<file path="config.mk">
export PLATFORM = sky130hd
export DESIGN_NAME = ins_dispatcher
export DESIGN_NICKNAME = d
export VERILOG_FILES = /design/src/rtl/ins_pkg.sv /design/src/rtl/ins_fifo.sv /design/src/rtl/ins_dispatcher.sv
export SDC_FILE = /design/constraint.sdc
export NUM_CORES = 1
export LEC_CHECK = 0
export BUFFER_PORTS_ARGS = -buffer_cell sky130_fd_sc_hd__buf_4
export CAP_MARGIN = 10
export CORE_MARGIN = 2
export CORE_UTILIZATION = 50
export CTS_CLUSTER_SIZE = 20
export DETAILED_ROUTE_END_ITERATION = 16
export PLACE_DENSITY_LB_ADDON = 0.12
export SLEW_MARGIN = 20
export SYNTH_ARGS = -nofsm -noshare
export SYNTH_HDL_FRONTEND = slang
export SYNTH_SLANG_ARGS = --single-unit
</file>
<file path="constraint.sdc">
create_clock -name core_clk -period 9.9 [get_ports core_clk]
set_input_delay 1.98 -clock core_clk [delete_from_list [all_inputs] [get_ports core_clk]]
set_output_delay 1.98 -clock core_clk [all_outputs]
set_load 0.02 [all_outputs]
</file>
<file path="src/rtl/ins_pkg.sv">
// Shared types for the instruction dispatcher:
// opcodes, bank states and the instruction word layout.
package ins_pkg;

  localparam int INS_W   = 64;
  localparam int OPC_MSB = 63;
  localparam int OPC_LSB = 60;
  localparam int BNK_MSB = 59;
  localparam int BNK_LSB = 56;

  typedef enum logic [3:0] {
    OP_NOP  = 4'd0,
    OP_CONF = 4'd1,
    OP_LOAD = 4'd2,
    OP_CALC = 4'd3,
    OP_SAVE = 4'd4
  } opcode_e;

  typedef enum logic [2:0] {
    BS_FREE,
    BS_LOADING,
    BS_LOADED,
    BS_CALCING,
    BS_CALCED,
    BS_SAVING
  } bank_state_t;

  typedef struct packed {
    logic [OPC_MSB-OPC_LSB:0] opc;
    logic [BNK_MSB-BNK_LSB:0] bank;
    logic [BNK_LSB-1:0]       payload;
  } ins_t;

  function automatic logic bank_quiet(bank_state_t s);
    return (s == BS_FREE) || (s == BS_LOADED);
  endfunction

endpackage

</file>
<file path="src/rtl/ins_fifo.sv">
// First-word-fall-through synchronous FIFO with
// occupancy count; head word is visible on o_data.
module ins_fifo #(
  parameter int DEPTH = 8,
  parameter int WIDTH = 64
) (
  input  logic                   clk,
  input  logic                   rst_n,
  input  logic                   i_push,
  input  logic [WIDTH-1:0]       i_data,
  input  logic                   i_pop,
  output logic [WIDTH-1:0]       o_data,
  output logic [$clog2(DEPTH):0] o_count,
  output logic                   o_full,
  output logic                   o_empty
);

  localparam int AW = $clog2(DEPTH);

  logic [WIDTH-1:0] r_mem [DEPTH];
  logic [AW-1:0]    r_wp;
  logic [AW-1:0]    r_rp;
  logic [AW:0]      r_cnt;
  logic             w_wr;
  logic             w_rd;

  assign o_full  = (r_cnt == (AW+1)'(DEPTH));
  assign o_empty = (r_cnt == '0);
  assign o_count = r_cnt;
  assign o_data  = r_mem[r_rp];

  // a full FIFO still accepts a word when the head leaves in the same cycle
  assign w_rd = i_pop && !o_empty;
  assign w_wr = i_push && (!o_full || w_rd);

  // storage array, no reset needed
  always_ff @(posedge clk) begin
    if (w_wr) r_mem[r_wp] <= i_data;
  end

  // pointers and occupancy
  always_ff @(posedge clk) begin
    if (!rst_n) begin
      r_wp  <= '0;
      r_rp  <= '0;
      r_cnt <= '0;
    end else begin
      if (w_wr) r_wp <= r_wp + AW'(1);
      if (w_rd) r_rp <= r_rp + AW'(1);
      unique case ({w_wr, w_rd})
        2'b10:   r_cnt <= r_cnt + (AW+1)'(1);
        2'b01:   r_cnt <= r_cnt - (AW+1)'(1);
        default: r_cnt <= r_cnt;
      endcase
    end
  end

endmodule

</file>
<file path="src/rtl/ins_dispatcher.sv">
// In-order instruction issue with a per-bank
// LOAD->CALC->SAVE scoreboard.
module ins_dispatcher
  import ins_pkg::*;
#(
  parameter int FIFO_DEPTH = 8,
  parameter int BANK_NUM   = 2,
  parameter int LD_CNT_W   = 3
) (
  input  logic                        core_clk,
  input  logic                        core_rst_n,
  input  logic                        ins_valid,
  output logic                        ins_ready,
  input  logic [INS_W-1:0]            ins,
  output logic                        conf_valid,
  input  logic                        conf_ready,
  output logic                        ld_valid,
  input  logic                        ld_ready,
  output logic                        calc_valid,
  input  logic                        calc_ready,
  output logic                        sv_valid,
  input  logic                        sv_ready,
  output logic [INS_W-1:0]            issue_ins,
  input  logic                        ld_done,
  input  logic                        calc_done,
  input  logic                        sv_done,
  input  logic [$clog2(BANK_NUM)-1:0] ld_done_bank,
  input  logic [$clog2(BANK_NUM)-1:0] calc_done_bank,
  input  logic [$clog2(BANK_NUM)-1:0] sv_done_bank,
  output logic                        working,
  output logic                        err_illegal,
  output logic                        err_seq
);

  localparam int BW = $clog2(BANK_NUM);
  localparam int CW = $clog2(FIFO_DEPTH) + 1;

  logic             w_push;
  logic             w_pop;
  logic [INS_W-1:0] w_head;
  logic [CW-1:0]    w_count;
  logic [CW-1:0]    w_cnt_nxt;
  logic             w_full;
  logic             w_empty;
  ins_t             w_hd;

  bank_state_t         r_st    [BANK_NUM];
  logic [LD_CNT_W-1:0] r_cnt   [BANK_NUM];
  bank_state_t         w_st_c  [BANK_NUM];
  logic [LD_CNT_W-1:0] w_cnt_c [BANK_NUM];
  bank_state_t         w_st_n  [BANK_NUM];
  logic [LD_CNT_W-1:0] w_cnt_n [BANK_NUM];

  logic             r_conf_v, r_ld_v, r_calc_v, r_sv_v;
  logic             w_conf_v, w_ld_v, w_calc_v, w_sv_v;
  logic [INS_W-1:0] r_issue;
  logic             r_err_ill, r_err_seq, r_working;

  logic        w_seq;
  logic        w_ill;
  logic        w_any_v;
  logic        w_busy;
  logic        w_all_quiet;
  logic        w_bok;
  bank_state_t w_bst;
  logic [LD_CNT_W-1:0] w_bcnt;
  logic        w_is_conf, w_is_ld, w_is_calc, w_is_sv;
  logic        w_work_n;

  assign ins_ready = !w_full;
  assign w_push    = ins_valid && ins_ready;
  assign w_hd      = ins_t'(w_head);

  ins_fifo #(
    .DEPTH (FIFO_DEPTH),
    .WIDTH (INS_W)
  ) u_fifo (
    .clk     (core_clk),
    .rst_n   (core_rst_n),
    .i_push  (w_push),
    .i_data  (ins),
    .i_pop   (w_pop),
    .o_data  (w_head),
    .o_count (w_count),
    .o_full  (w_full),
    .o_empty (w_empty)
  );

  assign w_any_v = r_conf_v | r_ld_v | r_calc_v | r_sv_v;
  assign w_busy  = (r_conf_v && !conf_ready) || (r_ld_v && !ld_ready)
                || (r_calc_v && !calc_ready) || (r_sv_v && !sv_ready);
  assign w_bok   = 32'(w_hd.bank) < BANK_NUM;

  // apply this cycle's completion pulses before the hazard check
  always_comb begin
    w_st_c  = r_st;
    w_cnt_c = r_cnt;
    w_seq   = 1'b0;
    for (int b = 0; b < BANK_NUM; b++) begin
      if (ld_done && ld_done_bank == BW'(b)) begin
        if (r_cnt[b] == '0) begin
          w_seq = 1'b1;
        end else begin
          w_cnt_c[b] = r_cnt[b] - LD_CNT_W'(1);
          if (r_cnt[b] == LD_CNT_W'(1)) w_st_c[b] = BS_LOADED;
        end
      end
      if (calc_done && calc_done_bank == BW'(b)) begin
        if (r_st[b] == BS_CALCING) w_st_c[b] = BS_CALCED;
        else                       w_seq = 1'b1;
      end
      if (sv_done && sv_done_bank == BW'(b)) begin
        if (r_st[b] == BS_SAVING) w_st_c[b] = BS_FREE;
        else                      w_seq = 1'b1;
      end
    end
  end

  // post-completion view of the head's bank and of all banks
  always_comb begin
    w_bst       = BS_FREE;
    w_bcnt      = '0;
    w_all_quiet = 1'b1;
    for (int b = 0; b < BANK_NUM; b++) begin
      if (w_hd.bank == 4'(b)) begin
        w_bst  = w_st_c[b];
        w_bcnt = w_cnt_c[b];
      end
      if (!bank_quiet(w_st_c[b]) || w_cnt_c[b] != '0) w_all_quiet = 1'b0;
    end
  end

  // head decode and hazard check
  always_comb begin
    w_pop     = 1'b0;
    w_ill     = 1'b0;
    w_is_conf = 1'b0;
    w_is_ld   = 1'b0;
    w_is_calc = 1'b0;
    w_is_sv   = 1'b0;
    if (!w_empty && !w_busy) begin
      unique case (1'b1)
        (w_hd.opc == OP_NOP): w_pop = 1'b1;
        (w_hd.opc == OP_CONF): begin
          w_is_conf = w_all_quiet && !w_any_v;
          w_pop     = w_is_conf;
        end
        (w_hd.opc == OP_LOAD && w_bok): begin
          w_is_ld = (w_bst == BS_FREE || w_bst == BS_LOADING
                  || w_bst == BS_LOADED) && (w_bcnt != '1);
          w_pop   = w_is_ld;
        end
        (w_hd.opc == OP_CALC && w_bok): begin
          w_is_calc = (w_bst == BS_LOADED);
          w_pop     = w_is_calc;
        end
        (w_hd.opc == OP_SAVE && w_bok): begin
          w_is_sv = (w_bst == BS_CALCED);
          w_pop   = w_is_sv;
        end
        default: begin
          w_pop = 1'b1;
          w_ill = 1'b1;
        end
      endcase
    end
  end

  // scoreboard update from the issued instruction and next flags
  always_comb begin
    w_st_n  = w_st_c;
    w_cnt_n = w_cnt_c;
    for (int b = 0; b < BANK_NUM; b++) begin
      if (w_hd.bank == 4'(b)) begin
        if (w_is_ld) begin
          w_st_n[b]  = BS_LOADING;
          w_cnt_n[b] = w_cnt_c[b] + LD_CNT_W'(1);
        end
        if (w_is_calc) w_st_n[b] = BS_CALCING;
        if (w_is_sv)   w_st_n[b] = BS_SAVING;
      end
    end
    w_conf_v  = w_is_conf || (r_conf_v && !conf_ready);
    w_ld_v    = w_is_ld   || (r_ld_v   && !ld_ready);
    w_calc_v  = w_is_calc || (r_calc_v && !calc_ready);
    w_sv_v    = w_is_sv   || (r_sv_v   && !sv_ready);
    w_cnt_nxt = w_count + CW'(w_push) - CW'(w_pop);
    w_work_n  = (w_cnt_nxt != '0) || w_conf_v || w_ld_v
             || w_calc_v || w_sv_v;
    for (int b = 0; b < BANK_NUM; b++) begin
      if (!bank_quiet(w_st_n[b])) w_work_n = 1'b1;
    end
  end

  // state, issue and flag registers
  always_ff @(posedge core_clk) begin
    if (!core_rst_n) begin
      for (int b = 0; b < BANK_NUM; b++) begin
        r_st[b]  <= BS_FREE;
        r_cnt[b] <= '0;
      end
      r_conf_v  <= 1'b0;
      r_ld_v    <= 1'b0;
      r_calc_v  <= 1'b0;
      r_sv_v    <= 1'b0;
      r_issue   <= '0;
      r_err_ill <= 1'b0;
      r_err_seq <= 1'b0;
      r_working <= 1'b0;
    end else begin
      r_st      <= w_st_n;
      r_cnt     <= w_cnt_n;
      r_conf_v  <= w_conf_v;
      r_ld_v    <= w_ld_v;
      r_calc_v  <= w_calc_v;
      r_sv_v    <= w_sv_v;
      if (w_is_conf || w_is_ld || w_is_calc || w_is_sv) r_issue <= w_head;
      r_err_ill <= w_ill;
      r_err_seq <= w_seq;
      r_working <= w_work_n;
    end
  end

  assign conf_valid  = r_conf_v;
  assign ld_valid    = r_ld_v;
  assign calc_valid  = r_calc_v;
  assign sv_valid    = r_sv_v;
  assign issue_ins   = r_issue;
  assign err_illegal = r_err_ill;
  assign err_seq     = r_err_seq;
  assign working     = r_working;

endmodule

</file>
-- Word level (Yosys, flattened, before mapping)
Memory sizes are Yosys's and may differ from the RTL's. A register that Yosys moved wholly into a read port is not among the register bits.
Index checks and enable logic that the tools add are counted.
- equal/unequal tests: 22
- mux-type cells: 66
- bitwise logic cells: 6
- add/sub/neg operators: 10
- reduce and logical (&&, ||, !) cells: 68
- $lt $le $gt $ge: 1
- operators with widths (operator ; number):
    3-bit 2-to-1 mux ; 36
    1-bit 2-to-1 mux ; 28
    1-bit logical OR ; 23
    3-bit by 2-bit == test with 1-bit output (second input constant) ; 7
    3-bit zero test ; 7
    1-bit logical AND ; 19
    3-bit by 1-bit adder with 3-bit output (second input constant) ; 4
    4-bit zero test ; 3
    1-bit zero test ; 10
    3-bit by 1-bit == test with 1-bit output (second input constant) ; 3
    3-bit == test (second input constant) ; 3
    4-bit by 1-bit == test with 1-bit output (second input constant) ; 2
    4-bit by 2-bit == test with 1-bit output (second input constant) ; 2
    4-bit one-hot mux with 2 select lines ; 1
    3-bit nonzero test ; 2
    3-bit by 1-bit subtractor with 3-bit output (second input constant) ; 2
    5-bit OR reduction ; 1
    4-bit by 1-bit adder with 4-bit output ; 1
    4-bit by 1-bit adder with 4-bit output (second input constant) ; 1
    4-bit by 3-bit == test with 1-bit output (second input constant) ; 1
    4-bit == test (second input constant) ; 1
    4-bit by 2-bit less-than comparator with 1-bit output (second input constant) ; 1
    1-bit one-hot mux with 4 select lines ; 1
    4-bit nonzero test ; 1
    9 further kinds ; 13
- bits in writable memories: 512
- register bits: 93
- word-level logic and storage cells: 189
- memories kept: 1
- memories (memory ; words ; width ; read ports ; clocked after Yosys merged registers in ; wr ports ; RTL line ; RTL):
    u_fifo.r_mem ; 8 ; 64 ; 1 ; 1 ; 1 ; ins_fifo.sv:20 ; logic [WIDTH-1:0] r_mem [DEPTH];

-- Longest topological paths before layout
Gate-level depths: netlist of the first run.
- depth after elaboration: 25
- gate-level depth with buffers: 23
- gate-level depth less buffers: 23

-- Modules after synthesis
Synthesis of the first run repeated with hierarchy kept, for this count alone.
- cell total of the unflattened synthesis: 1326
- area total of the unflattened synthesis: 24249.5 µm²
- by module, submodules not included (module ; area each (µm²) ; seq. area each (µm²) ; cells an instance ; times used):
    ins_fifo ; 19939.1 ; 15635.0 ; 822 ; 1
    ins_dispatcher ; 4310.4 ; 1661.6 ; 504 ; 1

-- Worst setup path before layout of the first run
No wires, ideal clock.
- kind: input port to flip-flop
- start point: input port ins_valid
- end point: memory u_fifo.r_mem[0][0] (enable)
- path buffers: 0
- stages: 2
- data arrival time: 8203 ps
- data required time: 9256 ps
- slack: 1053 ps
- cells stage by stage: nand2_1 nor4_1
- word-level cells in the longest chain between the ends: 4
- RTL lines (element ; RTL line ; RTL):
    from (decl) ; ins_dispatcher.sv:12 ; input logic ins_valid,
    1-bit logical AND ; ins_dispatcher.sv:71 ; assign w_push = ins_valid && ins_ready;
    1-bit logical AND ; ins_fifo.sv:34 ; assign w_wr = i_push && (!o_full || w_rd);
    1-bit 2-to-1 mux ; ins_fifo.sv:38 ; if (w_wr) r_mem[r_wp] <= i_data;
    1-bit 2-to-1 mux (implied by the code) ; ins_fifo.sv:38 ;
    to (decl) ; ins_fifo.sv:20 ;
No other way between the ends.

==> results of run 1 <==
## critical path, stage by stage, from the launching register on
cell       delay, ns
dfxtp_4         0.97
buf_4           0.63
mux4_2          0.40
mux2i_1         0.27
nor3b_4         0.49
nor4b_1         0.47
o2111ai_1       0.31
nand2b_2        0.17
buf_4           0.65
or2_4           0.46
buf_4           0.79
a211oi_2        0.16
## layer usage
| layer | GRT usage | part of all wire | vias up |
|---|---|---|---|
| met1 | 0.2777 | 0.42 | 6310 |
| met2 | 0.3493 | 0.50 | 298 |
| li1 | - | - | 5444 |
| met5 | 0 | 0.00041 | - |
| met3 | 0.04649 | 0.056 | 83 |
| met4 | 0.05499 | 0.021 | 4 |
## cell type report
cell class	count	area, sq um	share of cell area
sequential	608	17310	0.6247
clock inverter	21	246.5	0.008897
timing repair buffer	170	1276	0.04606
clock buffer	92	1723	0.06219
multi-input combinational	550	6292	0.2271
inverter	22	85.08	0.003071
antenna	2	5.005	0.0001806
tap	615	769.5	0.02777
## registers in the layout (all words and copies together), names as in the netlist, named ones only
register,count
u_fifo.r_mem,512
calc_valid,1
conf_valid,1
sv_valid,1
err_illegal,1
err_seq,1
u_fifo.r_rp,3
working,1
r_cnt,6
ld_valid,1
u_fifo.r_wp,3
issue_ins,64
u_fifo.o_count,4
r_st,6
## metrics by stage
stage | worst slack (ns) | hold slack, ns | power, mW | instance area [sq um] | utilization
after CTS | 3.728 | 0.4537 | 7.026 | 27700 | 0.5826
final | 3.832 | 0.4489 | 6.936 | 27710 | 0.5827
after floorplan | 1.053 | 0.4747 | 4.330 | 23960 | -
after global placement | 3.632 | 0.4394 | 4.751 | 25730 | 0.5412
after detailed placement | 3.370 | 0.4440 | 4.772 | 25730 | 0.5412
after global routing | 3.443 | 0.4807 | 7.247 | 27700 | 0.5827
## cells by family after synthesis
logic type                 Yosys count  share of synthesized area
DFF                                608                     0.7218
muxes                              200                     0.1518
and+or+nand+nor                    185                    0.04057
xor gates and xnor gates            11                   0.004020
adders and majority gates           23                    0.01264
AOI/OAI and AO/OA                  131                    0.05132
buffers and inverters               91                    0.01791
## power by group through the flow
stage	combinational, mW	sequential [mW]	clock [mW]
2_1_floorplan	1.17	3.16	0
3_3_place_gp	1.57	3.18	0
3_5_place_dp	1.58	3.19	0
4_1_cts	1.59	3.13	2.30
5_1_grt	1.70	3.15	2.40
6_report	1.56	3.13	2.25
## path summary, 6_finish.rpt
| kind | from | endpoint | slack (ns) | cells past startpoint |
|---|---|---|---|---|
| hold reg to reg | issue_ins[63] | issue_ins[63] | 0.45 | 2 |
| setup / recovery | flop | issue_ins[30] | 3.83 | 11 |
| setup reg to reg | flop | issue_ins[30] | 3.83 | 11 |
| hold / removal | issue_ins[63] | issue_ins[63] | 0.45 | 2 |
## cells in the final DEF, fill, tap and decap left out, drive strengths merged, types with 4 or more instances in the layout
cell and instances:
a21oi 16, xor2 4, buf 170, nor4 4, a31oi 4, and3 6
ha 21, o21a 5, mux2 4, mux4 130, mux2i 66, nand2 28
nand3 12, nor2b 4, clkbuf 92, o211ai 7, bufinv 4, dfxtp 96
nor2 30, o21ai 10, xnor2 7, nor3 65, a211oi 62, edfxtp 512
and2 4, inv 24, nand2b 11, clkinv 14
==> flow_summary.yaml, run 1 <==
cts:
  cts_max_level: 2
  cts_buffer_depth: 3
  cts_made_buffers: 60
  root_buffer: "clkbuf_16"
  cts.sinks: 608
  postCtsSetupBuffers: 0
  cts_tree: "built"
  post_cts_resized: 0
  clk_pin_slew_worst_paths_ns: 0.06
  clkLatencyLatePin_ns: 0.63
  hold_buffers: 0
drt:
  vias: 12139
  via_per_inst: 5.836
  dr.pass1.iters: 5
  drtIter0Drc: 891
  drc: 0
  avgRoutedWirePerCell_um: 24.56
  detail-route-antenna-nets: 0
  drt-total-wl_mm: 51.08
layout:
  fill_cells: 3490
  area_delta_synth_final_pct: 15.61
  final_cells: 2080
  finalNetCount: 1512
  drive_gt1_frac: 0.3219
sta:
  fin_crit_ns: 6.068
  finalMaxSlewViolations: 0
  setup_tns_ns: 0
  setup_viol: 0
  timing.fmax_ghz: 0.1648
  post-route-period-util: 0.6129
  tightest_slew_ns: 1.048
  rsz0062_at_grt: "no"
  finalHoldViolations: 0
  skew_ns: 0.02737
  slew_headroom: 0.3016
critical_path:
  worstPathRequired_ns: 10.34
  worst_ep_arrival_time_ns: 6.51
  cp_max_fo: 64
  critPathKind: "reg -> reg"
  worstSetupEndpointType: "flop"
  cp-start-kind: "flop"
logic_synthesis:
  synth.most_common_cell: "edfxtp_1"
  synth_top_area_share: 0.6416
  ys_seq_elements: 608
  synthTopCellsByArea: "edfxtp_1 (64%), mux4_2 (12%), dfxtp_1 (8.0%)"
  synthArstFlopShare: 0
  synthFlopType: "edfxtp_1"
  synth.largest_area_cell: "edfxtp_1"
  synth_common_cells: "edfxtp_1 (512), mux4_2 (130), dfxtp_1 (96)"
  yosysWarnings: 0
  ys_seq_area_frac: 0.7218
  syn-num-nets: 1349
  synth_edf_count: 512
  avgSynthCellArea_sq_um: 19.19
  syn-cell-area_sq_um: 23960
  synthCells: 1249
  synth_cell_types: 67
power_and_ir_drop:
  power_leakage_nw: 8.947
  power_frac_comb: 0.225
  irDropWorstVdd_v: 0.0001432
  p_clk_frac: 0.325
  p_int_mw: 5.015
  seqPwrFrac: 0.451
  p_sw_frac: 0.2769
  p_per_area_nw_per_um2: 250.3
  switchingPower_mw: 1.920
place:
  place.gp.congestion: 0.8445
  place_inst: 1965
  port_buffers: 148
  dp_hpwl_mm: 27.75
run:
  drv_cap: 0
min_path:
  hold_path.class: "reg -> reg"
floorplan:
  rows: 80
  die_w_um: 222.9
  core_area_sq_um: 47550
  start_util: 0.5040
  ioPinCount: 149
  fp.dieH_um: 222.9
  die_area_sq_um: 49700
outcome:
  status: "finished clean"
global_route:
  grt_max_degree: 65
  grt_pass1_wl_mm: 77.13
  grt_pass1_vias: 12597
  globalRouteOverflowTotal: 0
  antenna_found_initial: 4
  grt_use_total: 0.2083
Power figures use the tool's default switching activity.
==> run 2: changes to the inputs <==
==> constraint.sdc (replaced) <==
create_clock -name core_clk -period 5.45 [get_ports core_clk]
set_input_delay 1.09 -clock core_clk [delete_from_list [all_inputs] [get_ports core_clk]]
set_output_delay 1.09 -clock core_clk [all_outputs]
set_load 0.02 [all_outputs]
==> flow_summary.yaml, run 2 (synthesis results as in run 1) <==
cts:
  cts_tree: "built"
  cts.sinks: 608
  clk_pin_slew_worst_paths_ns: 0.06
  hold_buffers: 0
  cts_made_buffers: 60
  root_buffer: "clkbuf_16"
  post_cts_resized: 0
  clkLatencyLatePin_ns: 0.63
  cts_max_level: 2
  postCtsSetupBuffers: 0
  cts_buffer_depth: 3
sta:
  finalHoldViolations: 0
  finalMaxSlewViolations: 0
  skew_ns: 0.02468
  fin_crit_ns: 4.794
  slew_headroom: 0.3342
  rsz0062_at_grt: "no"
  post-route-period-util: 0.8797
  tightest_slew_ns: 0.9987
  setup_viol: 0
  timing.fmax_ghz: 0.2086
  setup_slack_ns: 0.6556
floorplan:
  core_area_sq_um: 47550
  fp.dieH_um: 222.9
  die_w_um: 222.9
  die_area_sq_um: 49700
  ioPinCount: 149
  rows: 80
  start_util: 0.5040
global_route:
  antenna_found_initial: 4
  grt_max_degree: 65
  grt_pass1_vias: 12656
  grt_use_total: 0.2090
  globalRouteOverflowTotal: 0
  grt_pass1_wl_mm: 77.31
drt:
  top_layer_used: "met5"
  vias: 12268
  avgRoutedWirePerCell_um: 24.61
  met1Wirelength_mm: 22.27
  met3WireLength_mm: 2.724
  drtIter0Drc: 910
  detail-route-antenna-nets: 0
  via_per_inst: 5.881
  drc: 0
  route.met2.wl_mm: 25.31
  drt-total-wl_mm: 51.35
  dr.pass1.iters: 4
place:
  place.gp.congestion: 0.8161
  place_ws_ns: 0.4313
  port_buffers: 148
  dp_hpwl_mm: 27.83
min_path:
  hold_path.class: "reg -> reg"
power_and_ir_drop:
  p_per_area_nw_per_um2: 452.6
  irDropWorstVdd_v: 0.0002785
  power_leakage_nw: 8.972
  total_power_mw: 12.58
layout:
  top_register: "u_fifo.r_mem"
  n_antenna_cell: 0
  seq_area_sq_um: 17310
  mostFrequentLayoutCells: "edfxtp_1 (512), buf_4 (173), mux4_2 (130), dfxtp_1 (93), mux2i_1 (66)"
  drive_gt1_frac: 0.3236
  area_delta_synth_final_pct: 15.97
  layout_commonest_cell: "edfxtp_1"
  multi_input_area_sq_um: 6319
  largest_reg_flops: 512
  finalNetCount: 1520
  fill_cells: 3552
critical_path:
  crit_slowest_cell: "dfxtp_4"
  slowest_delay_ns: 0.62
  worstSetupEndpointType: "flop"
  cp-start-kind: "flop"
  crit_buf_inv: 2
  cp_max_fo: 24
  crit_chain: "mux4_2 > mux2i_1 > nor3b_4 > nor4b_1 > o211ai_1 > nand3_1 > o21a_1 > ha_1 > inv_1 > ha_1 > inv_1 > fa_1 > xnor2_1 > nor4b_1 > nand2_1 > o31a_1"
  critPathKind: "reg -> reg"
  worst_ep_arrival_time_ns: 5.30
  worstPathRequired_ns: 5.96
  cp_top_family: "simple AND/OR/NAND/NOR gates"
run:
  drv_cap: 0
outcome:
  status: "finished clean"
==> run 2: routing by layer <==
layer | GRT usage | vias to the layer above
met1 | 0.2813 | 6445
met5 | 0 | -
met3 | 0.04241 | 78
met2 | 0.3476 | 292
li1 | - | 5445
met4 | 0.06257 | 8
==> run 2: worst reg2reg max path, delay by kind of cell (launching register included) <==
kind,cells,cell delay (ns)
simple gates,5,1.63
mux,2,0.84
fa+ha+maj,3,0.75
flops,1,0.62
compound gates,3,0.59
xor+xnor,1,0.14
buf+inv,2,0.11
==> run 2: path summary, 6_finish.rpt <==
check | startpoint | endpoint | slack [ns] | cells after the start
worst min-delay path | issue_ins[63] | issue_ins[63] | 0.43 | 2
worst min register to register | issue_ins[63] | issue_ins[63] | 0.43 | 2
worst max register to register | flop | working | 0.66 | 16
worst max-delay path | flop | working | 0.66 | 16
==> run 2: metrics by stage <==
stage          hold slack (ns)  utilization  cell area [sq um]  std cells  setup TNS, ns
2_1_floorplan           0.4747            -              23980       1249        -151.64
3_3_place_gp            0.4158       0.5443              25880       1973              0
5_1_grt                 0.4818       0.5845              27790       2086              0
6_report                0.4317       0.5845              27790       2086              0
3_5_place_dp            0.4275       0.5443              25880       1973              0
4_1_cts                 0.4374       0.5845              27790       2086              0
==> run 2: report_power, final <==
| part | leakage (nW) | internal [mW] | total [mW] | switching [mW] |
|---|---|---|---|---|
| Combinational | 2.61 | 1.39 | 2.98 | 1.59 |
| Sequential | 5.43 | 5.38 | 5.59 | 0.206 |
| Clock | 0.930 | 2.30 | 4.00 | 1.70 |
| Total | 8.97 | 9.07 | 12.6 | 3.50 |
==> run 2: area by class of cell <==
type | instances | area share
inverter | 22 | 0.003061
timing repair buffer | 178 | 0.05033
clock inverter | 24 | 0.007563
multi-input combinational | 550 | 0.2274
clock buffer | 89 | 0.06123
tap | 615 | 0.02769
sequential | 608 | 0.6228
==> run 3: changes to the inputs <==
--- a/config.mk
+++ b/config.mk
@@ -9,6 +9,7 @@
 export CAP_MARGIN = 10
 export CORE_MARGIN = 2
 export CORE_UTILIZATION = 50
+export CTS_BUF_LIST = sky130_fd_sc_hd__clkbuf_2
 export CTS_CLUSTER_SIZE = 20
 export DETAILED_ROUTE_END_ITERATION = 16
 export PLACE_DENSITY_LB_ADDON = 0.12
==> constraint.sdc (replaced) <==
create_clock -name core_clk -period 4 [get_ports core_clk]
set_input_delay 0.8 -clock core_clk [delete_from_list [all_inputs] [get_ports core_clk]]
set_output_delay 0.8 -clock core_clk [all_outputs]
set_load 0.02 [all_outputs]
==> flow_summary.yaml, run 3 (synthesis results as in run 1) <==
sta:
  setup_tns_ns: -0.04472
  skew_ns: 0.05186
  holdWs_ns: 0.2357
  post-route-period-util: 1.011
  setup_viol: 1
  setup_slack_ns: -0.04472
  slew_headroom: 0.4162
  finalHoldViolations: 0
  rsz0062_at_grt: "yes"
  finalMaxSlewViolations: 0
  timing.fmax_ghz: 0.2472
  tightest_slew_ns: 0.8758
  fin_crit_ns: 4.045
cts:
  cts_buffer_depth: 3
  cts_made_buffers: 150
  cts.sinks: 608
  cts_max_level: 4
  clkLatencyLatePin_ns: 1.27
  cts_tree: "built"
  clk_pin_slew_worst_paths_ns: 0.09
  root_buffer: "clkbuf_2"
power_and_ir_drop:
  power_leakage_nw: 9.815
  total_power_mw: 16.16
  p_per_area_nw_per_um2: 562.3
  irDropWorstVdd_v: 0.0002646
outcome:
  violations: "setup timing"
  status: "finished with violations"
global_route:
  met3_usage: 0.06335
  top_usage_layer: "met2"
  antenna_found_initial: 5
  grt_max_degree: 59
  grt_util_met2: 0.3575
  grt_pass1_wl_mm: 81.74
  grtUsageMet1: 0.2924
  grt_pass1_vias: 14215
  grt_use_total: 0.2225
  globalRouteOverflowTotal: 0
place:
  place.gp.congestion: 0.8699
  place_area_sq_um: 26410
  dp_hpwl_mm: 30.37
  place_inst: 2034
  port_buffers: 148
  place_ws_ns: -0.2799
layout:
  utilization: 0.6043
  multi_input_area_sq_um: 6427
  drive_gt1_frac: 0.4027
  final_cells: 2392
  top_register: "u_fifo.r_mem"
  largest_reg_flops: 512
  finalNetCount: 1755
  layout_commonest_cell: "edfxtp_1"
  area_delta_synth_final_pct: 19.90
  fill_cells: 3571
  finish.instance_area_sq_um: 28730
  mostFrequentLayoutCells: "edfxtp_1 (512), buf_4 (232), clkbuf_2 (225), mux4_2 (130), dfxtp_1 (93)"
  seq_area_sq_um: 17310
critical_path:
  crit_slowest_cell: "mux4_2"
  crit_chain: "buf_4 > mux4_2 > mux2i_4 > nor3b_4 > o21ai_2 > and4bb_4 > a31o_4 > o21a_1 > ha_1 > inv_1 > ha_2 > inv_2 > fa_2 > xnor2_1 > nor4b_2 > nand2_1 > o31a_1"
  worstSetupEndpointType: "flop"
  reg2reg_slack_ns: -0.04
  reg2reg_to: "working"
  cp_max_fo: 5
  worstPathRequired_ns: 5.15
  worst_ep_arrival_time_ns: 5.20
  cp-start-kind: "flop"
  reg2reg_depth: 17
  slowest_delay_ns: 0.53
  critPathKind: "reg -> reg"
  crit_buf_inv: 3
  cp_top_family: "simple AND/OR/NAND/NOR gates"
  crit_cells: 17
  endpoint: "working"
run:
  drv_cap: 0
floorplan:
  die_w_um: 222.9
  core_area_sq_um: 47550
  die_area_sq_um: 49700
  ioPinCount: 149
  fp.dieH_um: 222.9
  start_util: 0.5040
  rows: 80
drt:
  drt-total-wl_mm: 53.56
  drtIter0Drc: 949
  drc: 0
  detail-route-antenna-nets: 0
  avgRoutedWirePerCell_um: 22.39
  via_per_inst: 5.566
  vias: 13313
  dr.pass1.iters: 5
min_path:
  hold_path.class: "in -> reg"
## run 3: cell types whose count changed in the layout (fill, tap and decap cells not counted), sizes merged, moves of 3 or more
cell         change
clkinvlp         -3
buf             +70
diode            +4
dlygate4sd3     +75
inv              +5
clkbuf         +136
clkinv          +20
## run 3: worst min path at each step
| stage | startpoint | endpoint | slack, ns | depth (start not counted) |
|---|---|---|---|---|
| final | calc_done_bank | r_st[1] | 0.24 | 5 |
| after global routing | calc_done_bank | r_st[1] | 0.14 | 5 |
| after CTS | calc_done_bank | r_st[1] | 0.02 | 5 |
| after detailed placement | issue_ins[63] | issue_ins[63] | 0.42 | 2 |
| after global placement | issue_ins[63] | issue_ins[63] | 0.42 | 2 |
| after floorplan | u_fifo.o_count[3] | u_fifo.o_count[3] | 0.47 | 2 |
## run 3: where the power goes
part	internal, mW	switching, mW	leakage, nW
combinational	2.23	2.37	3.33
sequential	7.32	0.204	5.43
clock	1.63	2.39	1.06
total	11.2	4.97	9.81
## run 3: cell type report
class,instances,area share
Sequential cell,608,0.6023
Multi-Input combinational cell,550,0.2237
Timing Repair Buffer,323,0.09667
Clock buffer,225,0.03919
Tap cell,615,0.02678
Clock inverter,45,0.008012
Inverter,22,0.002961
Antenna cell,4,0.0003484
## run 3: worst min-delay path: stages
cell	delay (ns)
buf_4	0.08
and3b_1	0.20
a32o_1	0.18
a221o_1	0.15
nor2_1	0.04
## run 3: metal layers
metal | wire length (um) | vias to the layer above | part of all wire
met5 | 29 | - | 0.00054
met4 | 1138 | 6 | 0.021
met3 | 2919 | 85 | 0.055
met2 | 26330 | 355 | 0.49
met1 | 23140 | 6831 | 0.43
li1 | - | 6036 | -
## run 3: repair_timing
item | in CTS | in global routing
pin swaps | 5 | 4
gates resized for setup | 10 | 16
hold buffers | 75 | 0
buffers inserted | 6 | 2
setup endpoints to repair | 2 | 3
hold endpoints to repair | 538 | 0
